## src/rtl/cpu_pkg.sv

```systemverilog
// Shared CPU definitions: ALU function codes, CCR bit positions and branch
// condition selects used by the ALU and its result stage.
package cpu_pkg;

    typedef enum logic [3:0] {
        ALU_ADD = 4'h0,
        ALU_ADC = 4'h1,
        ALU_SUB = 4'h2,
        ALU_SBC = 4'h3,
        ALU_AND = 4'h4,
        ALU_OR  = 4'h5,
        ALU_XOR = 4'h6,
        ALU_NOT = 4'h7,
        ALU_SHL = 4'h8,
        ALU_SHR = 4'h9,
        ALU_SAR = 4'hA,
        ALU_ROL = 4'hB,
        ALU_ROR = 4'hC,
        ALU_MOV = 4'hD,
        ALU_CMP = 4'hE,
        ALU_TST = 4'hF
    } alu_op_e;

    localparam int CCR_C = 3;
    localparam int CCR_Z = 2;
    localparam int CCR_N = 1;
    localparam int CCR_V = 0;

    localparam logic [3:0] COND_AL  = 4'd0;
    localparam logic [3:0] COND_NV  = 4'd1;
    localparam logic [3:0] COND_EQ  = 4'd2;
    localparam logic [3:0] COND_NE  = 4'd3;
    localparam logic [3:0] COND_LTU = 4'd4;
    localparam logic [3:0] COND_GEU = 4'd5;
    localparam logic [3:0] COND_GTU = 4'd6;
    localparam logic [3:0] COND_LEU = 4'd7;
    localparam logic [3:0] COND_LT  = 4'd8;
    localparam logic [3:0] COND_GE  = 4'd9;
    localparam logic [3:0] COND_GT  = 4'd10;
    localparam logic [3:0] COND_LE  = 4'd11;
    localparam logic [3:0] COND_MI  = 4'd12;
    localparam logic [3:0] COND_PL  = 4'd13;
    localparam logic [3:0] COND_VS  = 4'd14;
    localparam logic [3:0] COND_VC  = 4'd15;

endpackage

```

## src/rtl/skid_buffer2.sv

```systemverilog
// Two-entry valid/ready buffer with a registered ready; the head entry drives
// the outputs directly so accepted data appears one edge after the push.
module skid_buffer2 #(
    parameter int W = 36
) (
    input  logic         clk_i,
    input  logic         rst_n_i,
    input  logic         in_valid_i,
    output logic         in_ready_o,
    input  logic [W-1:0] in_data_i,
    output logic         out_valid_o,
    input  logic         out_ready_i,
    output logic [W-1:0] out_data_o
);

    logic [1:0]   count;
    logic [1:0]   count_next;
    logic [W-1:0] head;
    logic [W-1:0] tail;
    logic         push;
    logic         pop;

    assign out_valid_o = (count != 2'd0);
    assign out_data_o  = head;
    assign push        = in_valid_i & in_ready_o;
    assign pop         = out_valid_o & out_ready_i;

    always_comb begin
        count_next = count;
        if (push && !pop) begin
            count_next = count + 2'd1;
        end else if (!push && pop) begin
            count_next = count - 2'd1;
        end
    end

    // A push lands in the head slot whenever the head is (or is becoming) free;
    // ready only drops at two entries, so a push never meets a full buffer.
    always_ff @(posedge clk_i or negedge rst_n_i) begin
        if (!rst_n_i) begin
            count      <= 2'd0;
            in_ready_o <= 1'b1;
            head       <= '0;
            tail       <= '0;
        end else begin
            count      <= count_next;
            in_ready_o <= (count_next != 2'd2);
            if (pop && count == 2'd2) begin
                head <= tail;
            end
            if (push) begin
                if (count == 2'd0 || (count == 2'd1 && pop)) begin
                    head <= in_data_i;
                end else begin
                    tail <= in_data_i;
                end
            end
        end
    end

endmodule

```

## src/rtl/alu_result_stage.sv

```systemverilog
// ALU result stage: buffers results and flags toward writeback, owns the
// condition-code register and evaluates branch conditions from it.
module alu_result_stage
    import cpu_pkg::*;
#(
    parameter int WIDTH = 32
) (
    input  logic             clk_i,
    input  logic             rst_n_i,
    input  logic             in_valid_i,
    output logic             in_ready_o,
    input  logic [WIDTH-1:0] alu_out_i,
    input  logic             alu_c_i,
    input  logic             alu_z_i,
    input  logic             alu_n_i,
    input  logic             alu_v_i,
    input  logic             flag_we_i,
    input  logic             chain_i,
    output logic             alu_c_in_o,
    output logic             alu_z_in_o,
    input  logic             ccr_load_i,
    input  logic [3:0]       ccr_data_i,
    output logic [3:0]       ccr_o,
    input  logic [3:0]       cond_i,
    output logic             cond_true_o,
    output logic             out_valid_o,
    input  logic             out_ready_i,
    output logic [WIDTH-1:0] out_data_o,
    output logic [3:0]       out_flags_o
);

    logic [3:0]       ccr;
    logic [3:0]       alu_flags;
    logic             accept;
    logic [WIDTH+3:0] buf_out;

    assign alu_flags = {alu_c_i, alu_z_i, alu_n_i, alu_v_i};
    assign accept    = in_valid_i & in_ready_o;

    skid_buffer2 #(
        .W(WIDTH + 4)
    ) u_skid (
        .clk_i      (clk_i),
        .rst_n_i    (rst_n_i),
        .in_valid_i (in_valid_i),
        .in_ready_o (in_ready_o),
        .in_data_i  ({alu_out_i, alu_flags}),
        .out_valid_o(out_valid_o),
        .out_ready_i(out_ready_i),
        .out_data_o (buf_out)
    );

    assign out_data_o  = buf_out[WIDTH+3:4];
    assign out_flags_o = buf_out[3:0];

    // Flags commit at accept time, not at writeback, so backpressure never delays them.
    always_ff @(posedge clk_i or negedge rst_n_i) begin
        if (!rst_n_i) begin
            ccr <= 4'b0000;
        end else if (ccr_load_i) begin
            ccr <= ccr_data_i;
        end else if (accept && flag_we_i) begin
            ccr <= alu_flags;
        end
    end

    assign ccr_o      = ccr;
    assign alu_c_in_o = chain_i & ccr[CCR_C];
    assign alu_z_in_o = chain_i & ~ccr[CCR_Z];

    always_comb begin
        cond_true_o = 1'b0;
        case (cond_i)
            COND_AL:  cond_true_o = 1'b1;
            COND_NV:  cond_true_o = 1'b0;
            COND_EQ:  cond_true_o = ccr[CCR_Z];
            COND_NE:  cond_true_o = ~ccr[CCR_Z];
            COND_LTU: cond_true_o = ccr[CCR_C];
            COND_GEU: cond_true_o = ~ccr[CCR_C];
            COND_GTU: cond_true_o = ~ccr[CCR_C] & ~ccr[CCR_Z];
            COND_LEU: cond_true_o = ccr[CCR_C] | ccr[CCR_Z];
            COND_LT:  cond_true_o = ccr[CCR_N] ^ ccr[CCR_V];
            COND_GE:  cond_true_o = ~(ccr[CCR_N] ^ ccr[CCR_V]);
            COND_GT:  cond_true_o = ~ccr[CCR_Z] & ~(ccr[CCR_N] ^ ccr[CCR_V]);
            COND_LE:  cond_true_o = ccr[CCR_Z] | (ccr[CCR_N] ^ ccr[CCR_V]);
            COND_MI:  cond_true_o = ccr[CCR_N];
            COND_PL:  cond_true_o = ~ccr[CCR_N];
            COND_VS:  cond_true_o = ccr[CCR_V];
            COND_VC:  cond_true_o = ~ccr[CCR_V];
            default:  cond_true_o = 1'b0;
        endcase
    end

endmodule

```

## config.mk

```make
export PLATFORM = sky130hd
export DESIGN_NAME = alu_result_stage
export DESIGN_NICKNAME = d
export VERILOG_FILES = /design/src/rtl/cpu_pkg.sv /design/src/rtl/skid_buffer2.sv /design/src/rtl/alu_result_stage.sv
export SDC_FILE = /design/constraint.sdc
export NUM_CORES = 1
export LEC_CHECK = 0
export CAP_MARGIN = 25
export CORE_UTILIZATION = 50
export DETAILED_ROUTE_END_ITERATION = 10
export PLACE_DENSITY = 0.79
export SLEW_MARGIN = 40
export SYNTH_ARGS = -nofsm -noshare
export SYNTH_HDL_FRONTEND = slang
export SYNTH_SLANG_ARGS = --single-unit
```

## constraint.sdc

```tcl
create_clock -name clk_i -period 3.81 [get_ports clk_i]
set_clock_uncertainty 0.1 [all_clocks]
set_input_delay 1.143 -clock clk_i [delete_from_list [all_inputs] [get_ports clk_i]]
set_output_delay 1.143 -clock clk_i [all_outputs]
set_load 0.02 [all_outputs]
```

# Word-level counts from Yosys, hierarchy flattened

Cells that the tools add are included.

Register bits: 79
Bits of input ports: 51
Output and inout port bits: 45
Word-level logic and storage cells: 61

$add $sub $neg: 2
Eq/ne operators: 18
Mux-type cells: 8
Bitwise logic cells: 15
Reduce and logical (&&, ||, !) cells: 13

Operator list:

| operator                                         | number |
|---|---|
| two-way mux 36 bit                               | 3 |
| == test 4 bit, second input constant             | 8 |
| == test 4 x 3 -> 1 bit, second input constant    | 4 |
| one-hot mux 1 bit (16 select lines)              | 1 |
| == test 4 x 2 -> 1 bit, second input constant    | 2 |
| two-way mux 4 bit                                | 2 |
| AND 1 bit                                        | 6 |
| NOT 1 bit                                        | 6 |
| logical AND 1 bit                                | 5 |
| == test 4 x 1 -> 1 bit, second input constant    | 1 |
| logical NOT 4 bit                                | 1 |
| two-way mux 2 bit                                | 2 |
| nonzero test 2 bit                               | 2 |
| adder 2 x 1 -> 2 bit, second input constant      | 1 |
| == test 2 x 1 -> 1 bit, second input constant    | 1 |
| == test 2 bit, second input constant             | 1 |
| logical NOT 1 bit                                | 2 |
| logical NOT 2 bit                                | 1 |
| inequality test 2 bit, second input constant     | 1 |
| bitwise OR 1 bit                                 | 2 |
| AND reduction 2 bit                              | 1 |
| subtractor 2 x 1 -> 2 bit, second input constant | 1 |
| logical OR 1 bit                                 | 1 |
| XOR 1 bit                                        | 1 |

# Logic depth before layout (Yosys ltp)

Gate-level depths: netlist (run 1).

Depth after elaboration: 6
Gate-level depth with buffers: 7

# Hierarchy

A second synthesis (run 1) with hierarchy kept.

Cell total of the unflattened synthesis: 261
Area, all modules: 4031.4 um2

Modules (own cells, without submodules):

| module           | instances | cells an instance | area each (um2) | seq. area each (um2) |
|---|---|---|---|---|
| skid_buffer2     | 1         | 218               | 3656.0          | 1878.1 |
| alu_result_stage | 1         | 43                | 375.4           | 100.1 |

# Worst setup path after synthesis (run 1)

No wires, ideal clock.

Path kind: input to output
From: input port cond_i[0]
To: output port cond_true_o
Arrival: 2.161 ns
Required time: 2.567 ns
Path slack: 0.406 ns
Stages on the path: 6
Path buffers: 1
Cells stage by stage: buf_4 nor2b_1 a21oi_1 o311ai_0 nor2_1 o21ai_1

Longest elaborated chain between the ends: 2
Elaborated cells between the ends (all ways): 17
Those cells by class: eq/ne (15); mux (1); reduce/logical (1)

Ends and longest elaborated chain:

| element                                     | line                   | RTL |
|---|---|---|
| from (decl)                                 | alu_result_stage.sv:24 | `input logic [3:0] cond_i,` |
| == test 4 bit, or another cell as far along | alu_result_stage.sv:73 | `case (cond_i)` |
| one-hot mux 1 bit (16 select lines) *       | alu_result_stage.sv:73 |  |
| to (decl)                                   | alu_result_stage.sv:25 | `output logic cond_true_o,` |

Every way passes the cells marked *; elsewhere a longest branch is shown, timed or not.

# Final worst setup path (run 1)

Same ends and word-level chain as after synthesis.

==> summary.txt, run 1 <==
GRT
  • Vias in the first global route: about 2700
  • Met1 Use GR: 0.257
  • Met3 usage: 0.0448
  • Pin count of the biggest net entering global routing: 80
  • Initial antenna violation count: 0
  • GRT Overall Usage: 0.210
  • M2 GR Usage: 0.371
  • First-pass GRT wire length: ~13 mm
  • Overflow after GRT: 0
  • GRT busiest layer: met2

Timing
  • RSZ-0062 raised after global routing: false
  • Final setup fails: 0
  • Max Clock Freq: 0.276 GHz
  • Slew Limit Headroom: 0.502
  • Final worst-path setup slack: between 0.15 and 0.2 ns
  • Tcrit/Tclk final: 0.951
  • WHS: ~0.41 ns
  • Tmin final: between 3 and 4 ns
  • Fin. Hold Viols: 0
  • Worst Tran Pin Value: between 0.7 and 0.8 ns
  • Slew Viols, Final: 0

Power and ir drop
  • Total power: between 3000 and 4000 µW
  • Internal power: 2610 µW
  • Pleak: between 0.002 and 0.0025 µW
  • Worst VDD drop: ~0.42 mV
  • Clock power share: 0.170
  • Combinational fraction of design power: 0.456
  • Flop pwr share: 0.374
  • PwrDens: roughly 800 mW/mm²
  • Sw Ratio: 0.343
  • Switching pwr: around 1400 µW

Floorplanning
  • Core box area: 0.00725 mm²
  • Initial core utilization: 0.515
  • I/O pin count: 96
  • Die area: between 0.007 and 0.008 mm²
  • Placement Rows: 31
  • Die width: between 80 and 90 µm
  • Die height: just under 90 µm

Logic synthesis
  • Top post-synthesis cells by area: dfrtp_1, mux2_4, mux2i_1, o21ai_0, nand2_1
  • Syn Nets: between 300 and 400
  • Yosys reg bits: 79
  • FFs w/ async S/R, synth: 1.00
  • Synth Instances: 309
  • Distinct cell type count after synthesis: 37
  • Area share of the largest cell type after synthesis: 0.522
  • Synthesized area: around 0.0037 mm²
  • Post-synth top flop: dfrtp_1
  • Mean post-synth cell area: 12.1 µm²
  • Synth area leader: dfrtp_1
  • Synth warnings: 0
  • Post-synth EDFFs: 0
  • Register area share after synthesis: 0.529

Critical path
  • Maximum fanout along the worst path: 4
  • Critical path cell sequence: dlygate4sd2_1, buf_4, nor3b_1, o21ai_0, o311ai_0, nor2_1, o21ai_1, buf_4
  • CP startpoint kind: input pin
  • CP arrival: roughly 2.4 ns
  • Slowest Stage Delay on Critical Path: 0.26 ns
  • WP data required: around 2.6 ns
  • CP Capture Type: primary output
  • Slowest CP cell: dlygate4sd2_1
  • Critical path class: in -> out
  • Cell mode on critical path: buf_4

Finish
  • Share of layout cells above drive strength 1: 0.163
  • Area Growth Syn to Fin: 33.5%
  • Antenna Cells: 0
  • Cell area after layout: about 0.0050 mm²
  • Nets: 461
  • Commonest non-fill, non-tap cell in the layout: clkdlybuf4s50_1
  • Commonest cells after routing, fill and taps aside: clkdlybuf4s50_1, dfrtp_1, nand2_1, mux2i_1, o21ai_0

Run
  • Max-cap violations: 0

Detailed routing
  • Post-Route WL: roughly 7.5 mm
  • 1st-pass router iterations: 4
  • Routed vias: roughly 2600
  • Initial DRC count: around 110
  • Post-route ant nets: 0
  • Via density: between 5 and 6
  • Routed WL per cell: between 10 and 15 µm
  • DRC Markers: 0

Clock network
  • Clk Tree Root Cell: clkbuf_8
  • CTS Buf Count: 9
  • H-tree level count: 3
  • Maximum clock insertion buffer count: 2
  • TritonCTS clock tree: done
  • Clock latency on the worst-skew pair: ~0.33 ns
  • Clk slew on worst S/H paths: about 0.07 ns
  • Hold buffer count at CTS: 0
  • # clock sinks: between 70 and 80

Placed design
  • Final GP Congestion: a little under 0.8
  • Post-DP HPWL: between 5 and 6 mm
  • Placed Area: 0.00477 mm²
  • Place WS: -0.522 ns
  • Port Buf Inserts: 95

Status
  • Status: completed

Worst hold path
  • Worst min-delay path category: reg -> reg
==> what timing repair did <==
action / 4_1_cts / 5_1_grt
buffers inserted: 0 / 0
endpoints found under the hold margin: 0 / 0
pin swaps: 1 / 1
setup endpoints to repair: 1 / 1
gates resized for setup: 8 / 3
==> cell usage after synthesis, types with 2 or more instances <==
master	count
dfrtp_1	78
buf_2	4
xnor2_1	3
mux2i_1	41
ha_1	3
inv_1	5
mux2_4	30
clkbuf_2	2
a22oi_1	2
nor2b_1	6
mux2_2	6
o311ai_0	2
nor2_1	9
o21ai_1	6
o21ai_0	39
buf_6	6
and2_1	2
nand2_1	44
a21oi_1	2
clkbuf_1	2
==> power groups by stage <==
| stage | Clock (µW) | Sequential (µW) | Combinational (µW) |
|---|---|---|---|
| after floorplan | 0 | 1690 | 965 |
| after global placement | 0 | 1470 | 1790 |
| after detailed placement | 0 | 1500 | 1830 |
| after CTS | 696 | 1490 | 1840 |
| after global routing | 725 | 1540 | 1970 |
| final | 678 | 1490 | 1810 |
==> path summary, 6_finish.rpt <==
| check | from | end | slack [ns] | depth (start not counted) |
|---|---|---|---|---|
| max | cond_i[0] | cond_true_o | 0.19 | 8 |
| min | u_skid.tail[11] | u_skid.tail[11] | 0.41 | 1 |
| max reg2reg | u_skid.count[0] | u_skid.tail[5] | 1.44 | 5 |
| min reg2reg | u_skid.tail[11] | u_skid.tail[11] | 0.41 | 1 |
| max in group asynchronous | rst_n_i | u_skid.tail[4] | 2.39 | 1 |
| min in group asynchronous | rst_n_i | u_skid.tail[20] | 0.73 | 1 |
==> cell families after synthesis <==
| kind of cell | synth area share |
|---|---|
| flops | 0.529 |
| mux | 0.248 |
| simple gates | 0.0867 |
| compound gates | 0.0813 |
| buf+inv | 0.0351 |
| xor+xnor | 0.00937 |
| fa+ha+maj | 0.0100 |
==> routing by layer <==
metal  up-vias  routed length (µm)  share of wire
li1       1266                   -              -
met1      1304                3330           0.44
met2        44                3850           0.51
met3         5                 279          0.037
met4         0                  65         0.0086
met5         -                   0              0
==> flip-flops by register name (all words and copies together), names as in the netlist <==
| signal | count |
|---|---|
| ccr_o | 4 |
| u_skid.count | 2 |
| u_skid.in_ready_o | 1 |
| u_skid.out_data_o | 36 |
| u_skid.tail | 36 |
==> stage by stage <==
step,instances,util,TNS [ns]
after detailed placement,495,0.658,-0.522
after global routing,510,0.688,0
after global placement,495,0.657,-0.429
after CTS,510,0.687,0
final,510,0.688,0
after floorplan,309,-,0
==> worst max-delay path: cells and delay by family <==
family                 cells  cell delay (ns)
AOI/OAI and AO/OA          3             0.38
buffers and inverters      3             0.56
and+or+nand+nor            2             0.29
==> cell type report <==
| class | count | area [µm²] |
|---|---|---|
| sequential | 79 | 1980 |
| clock inverter | 5 | 81.3 |
| fill | 535 | 2260 |
| timing repair buffer | 102 | 1010 |
| multi-input combinational | 210 | 1640 |
| clock buffer | 10 | 138 |
| tap | 99 | 124 |
| inverter | 5 | 18.8 |
No activity file was read; power rests on OpenSTA's default activity.
==> inputs of run 2 (changes only) <==
--- a/config.mk
+++ b/config.mk
@@ -6,9 +6,9 @@
 export NUM_CORES = 1
 export LEC_CHECK = 0
 export CAP_MARGIN = 25
-export CORE_UTILIZATION = 50
+export CORE_UTILIZATION = 53
 export DETAILED_ROUTE_END_ITERATION = 10
-export PLACE_DENSITY = 0.79
+export PLACE_DENSITY = 0.84
 export SLEW_MARGIN = 40
 export SYNTH_ARGS = -nofsm -noshare
 export SYNTH_HDL_FRONTEND = slang
==> run 2 against run 1 <==
Worst setup slack got worse by 0.13 ns. Hold slack improved by 0.0032 ns. First-iteration DRC count decreased by 16%. Die area decreased by 5.5%. Global-route usage increased by 0.87 points. Clock power decreased by 13%. Utilization increased by 4.2 points. Via count increased by 1.2%. Sequential power about the same. Clock-buffer cell count increased by 2. Non-clock buffer count decreased by 2. Critical path type unchanged. Critical endpoint unchanged.
==> summary.txt, run 2 (same netlist as run 1, synthesis figures left out) <==
Timing
  • Slew Limit Headroom: 0.506
  • Tmin final: approximately 3.7 ns
  • RSZ-0062 raised after global routing: false
  • Final setup fails: 0
  • Max Clock Freq: ~0.27 GHz
  • Tcrit/Tclk final: 0.984
  • Worst Tran Pin Value: ~0.74 ns
  • Fin. Hold Viols: 0
  • WHS: 0.413 ns
  • Slew Viols, Final: 0

Clock network
  • TritonCTS clock tree: done
  • Maximum clock insertion buffer count: 2
  • Clk Tree Root Cell: clkbuf_8
  • H-tree level count: 3
  • CTS Buf Count: 9
  • Clk slew on worst S/H paths: approximately 0.070 ns
  • Hold buffer count at CTS: 0
  • # clock sinks: 79
  • Clock latency on the worst-skew pair: around 0.34 ns

GRT
  • Vias in the first global route: ~2600
  • Overflow after GRT: 0
  • First-pass GRT wire length: around 13 mm
  • Pin count of the biggest net entering global routing: 80
  • GRT Overall Usage: 0.219
  • Initial antenna violation count: 0

Finish
  • Cell area after layout: approximately 0.0050 mm²
  • Antenna Cells: 0
  • Share of layout cells above drive strength 1: 0.166
  • Non-Filler Instances: around 510
  • FILL cells: 495
  • Commonest cells after routing, fill and taps aside: clkdlybuf4s50_1, dfrtp_1, nand2_1, mux2i_1, o21ai_0
  • Area Growth Syn to Fin: 32.7%
  • Commonest non-fill, non-tap cell in the layout: clkdlybuf4s50_1
  • Final Core Density: 0.730
  • Multi-input gate area: around 0.0016 mm²
  • Register area: ~0.0020 mm²
  • Nets: 459

Critical path
  • Critical path class: in -> out
  • Maximum fanout along the worst path: 4
  • CP startpoint kind: input pin
  • CP Capture Type: primary output
  • Buf+Inv Stages, Crit Path: 3
  • WP data required: roughly 2.6 ns
  • Slowest CP cell: clkdlybuf4s50_1
  • Critical path cell sequence: clkdlybuf4s50_1, buf_4, nor2_2, mux2i_1, nand3b_1, o311ai_1, o21ai_1, buf_4
  • Slowest Stage Delay on Critical Path: around 0.51 ns
  • CP arrival: around 2.5 ns
  • Cell mode on critical path: buf_4
  • CP top delay family: buffers and inverters

Floorplanning
  • I/O pin count: 96
  • Die width: around 86 µm
  • Initial core utilization: 0.550
  • Die area: between 0.007 and 0.008 mm²
  • Placement Rows: 30
  • Die height: approximately 86 µm
  • Core box area: slightly below 0.007 mm²

Placed design
  • Final GP Congestion: between 0.7 and 0.8
  • Placed insts: ~500
  • Placed Area: about 0.0048 mm²
  • Port Buf Inserts: 95
  • Post-DP HPWL: 4.98 mm

Status
  • Status: completed

Power and ir drop
  • Worst VDD drop: 0.522 mV
  • Pleak: between 0.002 and 0.0025 µW
  • PwrDens: just under 800 mW/mm²

Worst hold path
  • Worst min-delay path category: reg -> reg

Detailed routing
  • Via density: ~5.2
  • 1st-pass router iterations: 5
  • Routed vias: 2651
  • Post-Route WL: roughly 7.8 mm
  • Initial DRC count: 91
  • Routed WL per cell: ~15 µm
  • Post-route ant nets: 0
  • DRC Markers: 0

Run
  • Max-cap violations: 0
-- run 2: changes by cell type in the layout (fill, tap and decap cells not counted), moves of 2 or more --
| cell | previous run | this run |
|---|---|---|
| bufinv_16 | 2 | 0 |
| clkbuf_8 | 10 | 12 |
| dlygate4sd2_1 | 2 | 0 |
| buf_4 | 7 | 4 |
-- run 2: layer usage --
metal | routed length, µm | global-route usage | share of wire
met1 | 3290 | 0.281 | 0.42
met2 | 3870 | 0.348 | 0.50
met3 | 398 | 0.0606 | 0.051
met4 | 191 | 0.0970 | 0.025
met5 | 0 | 0 | 0
-- run 2: final timing paths --
path | start | endpoint | slack, ns | cells after the start
worst min register to register | u_skid.tail[6] | u_skid.tail[6] | 0.41 | 1
min in group asynchronous | rst_n_i | u_skid.out_data_o[18] | 0.73 | 1
worst min-delay path | u_skid.tail[6] | u_skid.tail[6] | 0.41 | 1
max in group asynchronous | rst_n_i | ccr_o[1] | 2.42 | 1
worst max-delay path | cond_i[1] | cond_true_o | 0.06 | 8
worst max register to register | u_skid.count[0] | u_skid.tail[21] | 1.49 | 5
-- run 2: power breakdown --
group | internal, µW | switching [µW]
clock | 292 | 301
sequential | 1250 | 237
combinational | 976 | 849
-- run 2: stage by stage --
step / setup WS (ns) / total power (µW) / TNS [ns]
after floorplan: 0.406 / 2650 / 0
after detailed placement: -0.503 / 3320 / -0.503
after CTS: 0.0121 / 3930 / 0
after global placement: -0.458 / 3260 / -0.458
after global routing: 0.0219 / 4140 / 0
final: 0.0605 / 3900 / 0
-- run 2: final cells by class --
cell class,count,share of cell area
clock buffer,12,0.0333
clock inverter,4,0.00555
inverter,5,0.00378
multi-input combinational,210,0.331
sequential,79,0.399
tap,96,0.0242
timing repair buffer,100,0.203
-- run 2: what timing repair did --
action	4_1_cts	5_1_grt
setup buffers	0	0
setup endpoints to repair	1	1
pin swaps	0	2
resized for setup	10	5
-- run 2: worst register-to-register path: cells and delay by family (launching register included) --
kind            cells  cell delay (ns)
simple gates        1             0.59
mux                 1             0.54
flops               1             0.42
fa+ha+maj           1             0.24
compound gates      1             0.24
buf+inv             1             0.09
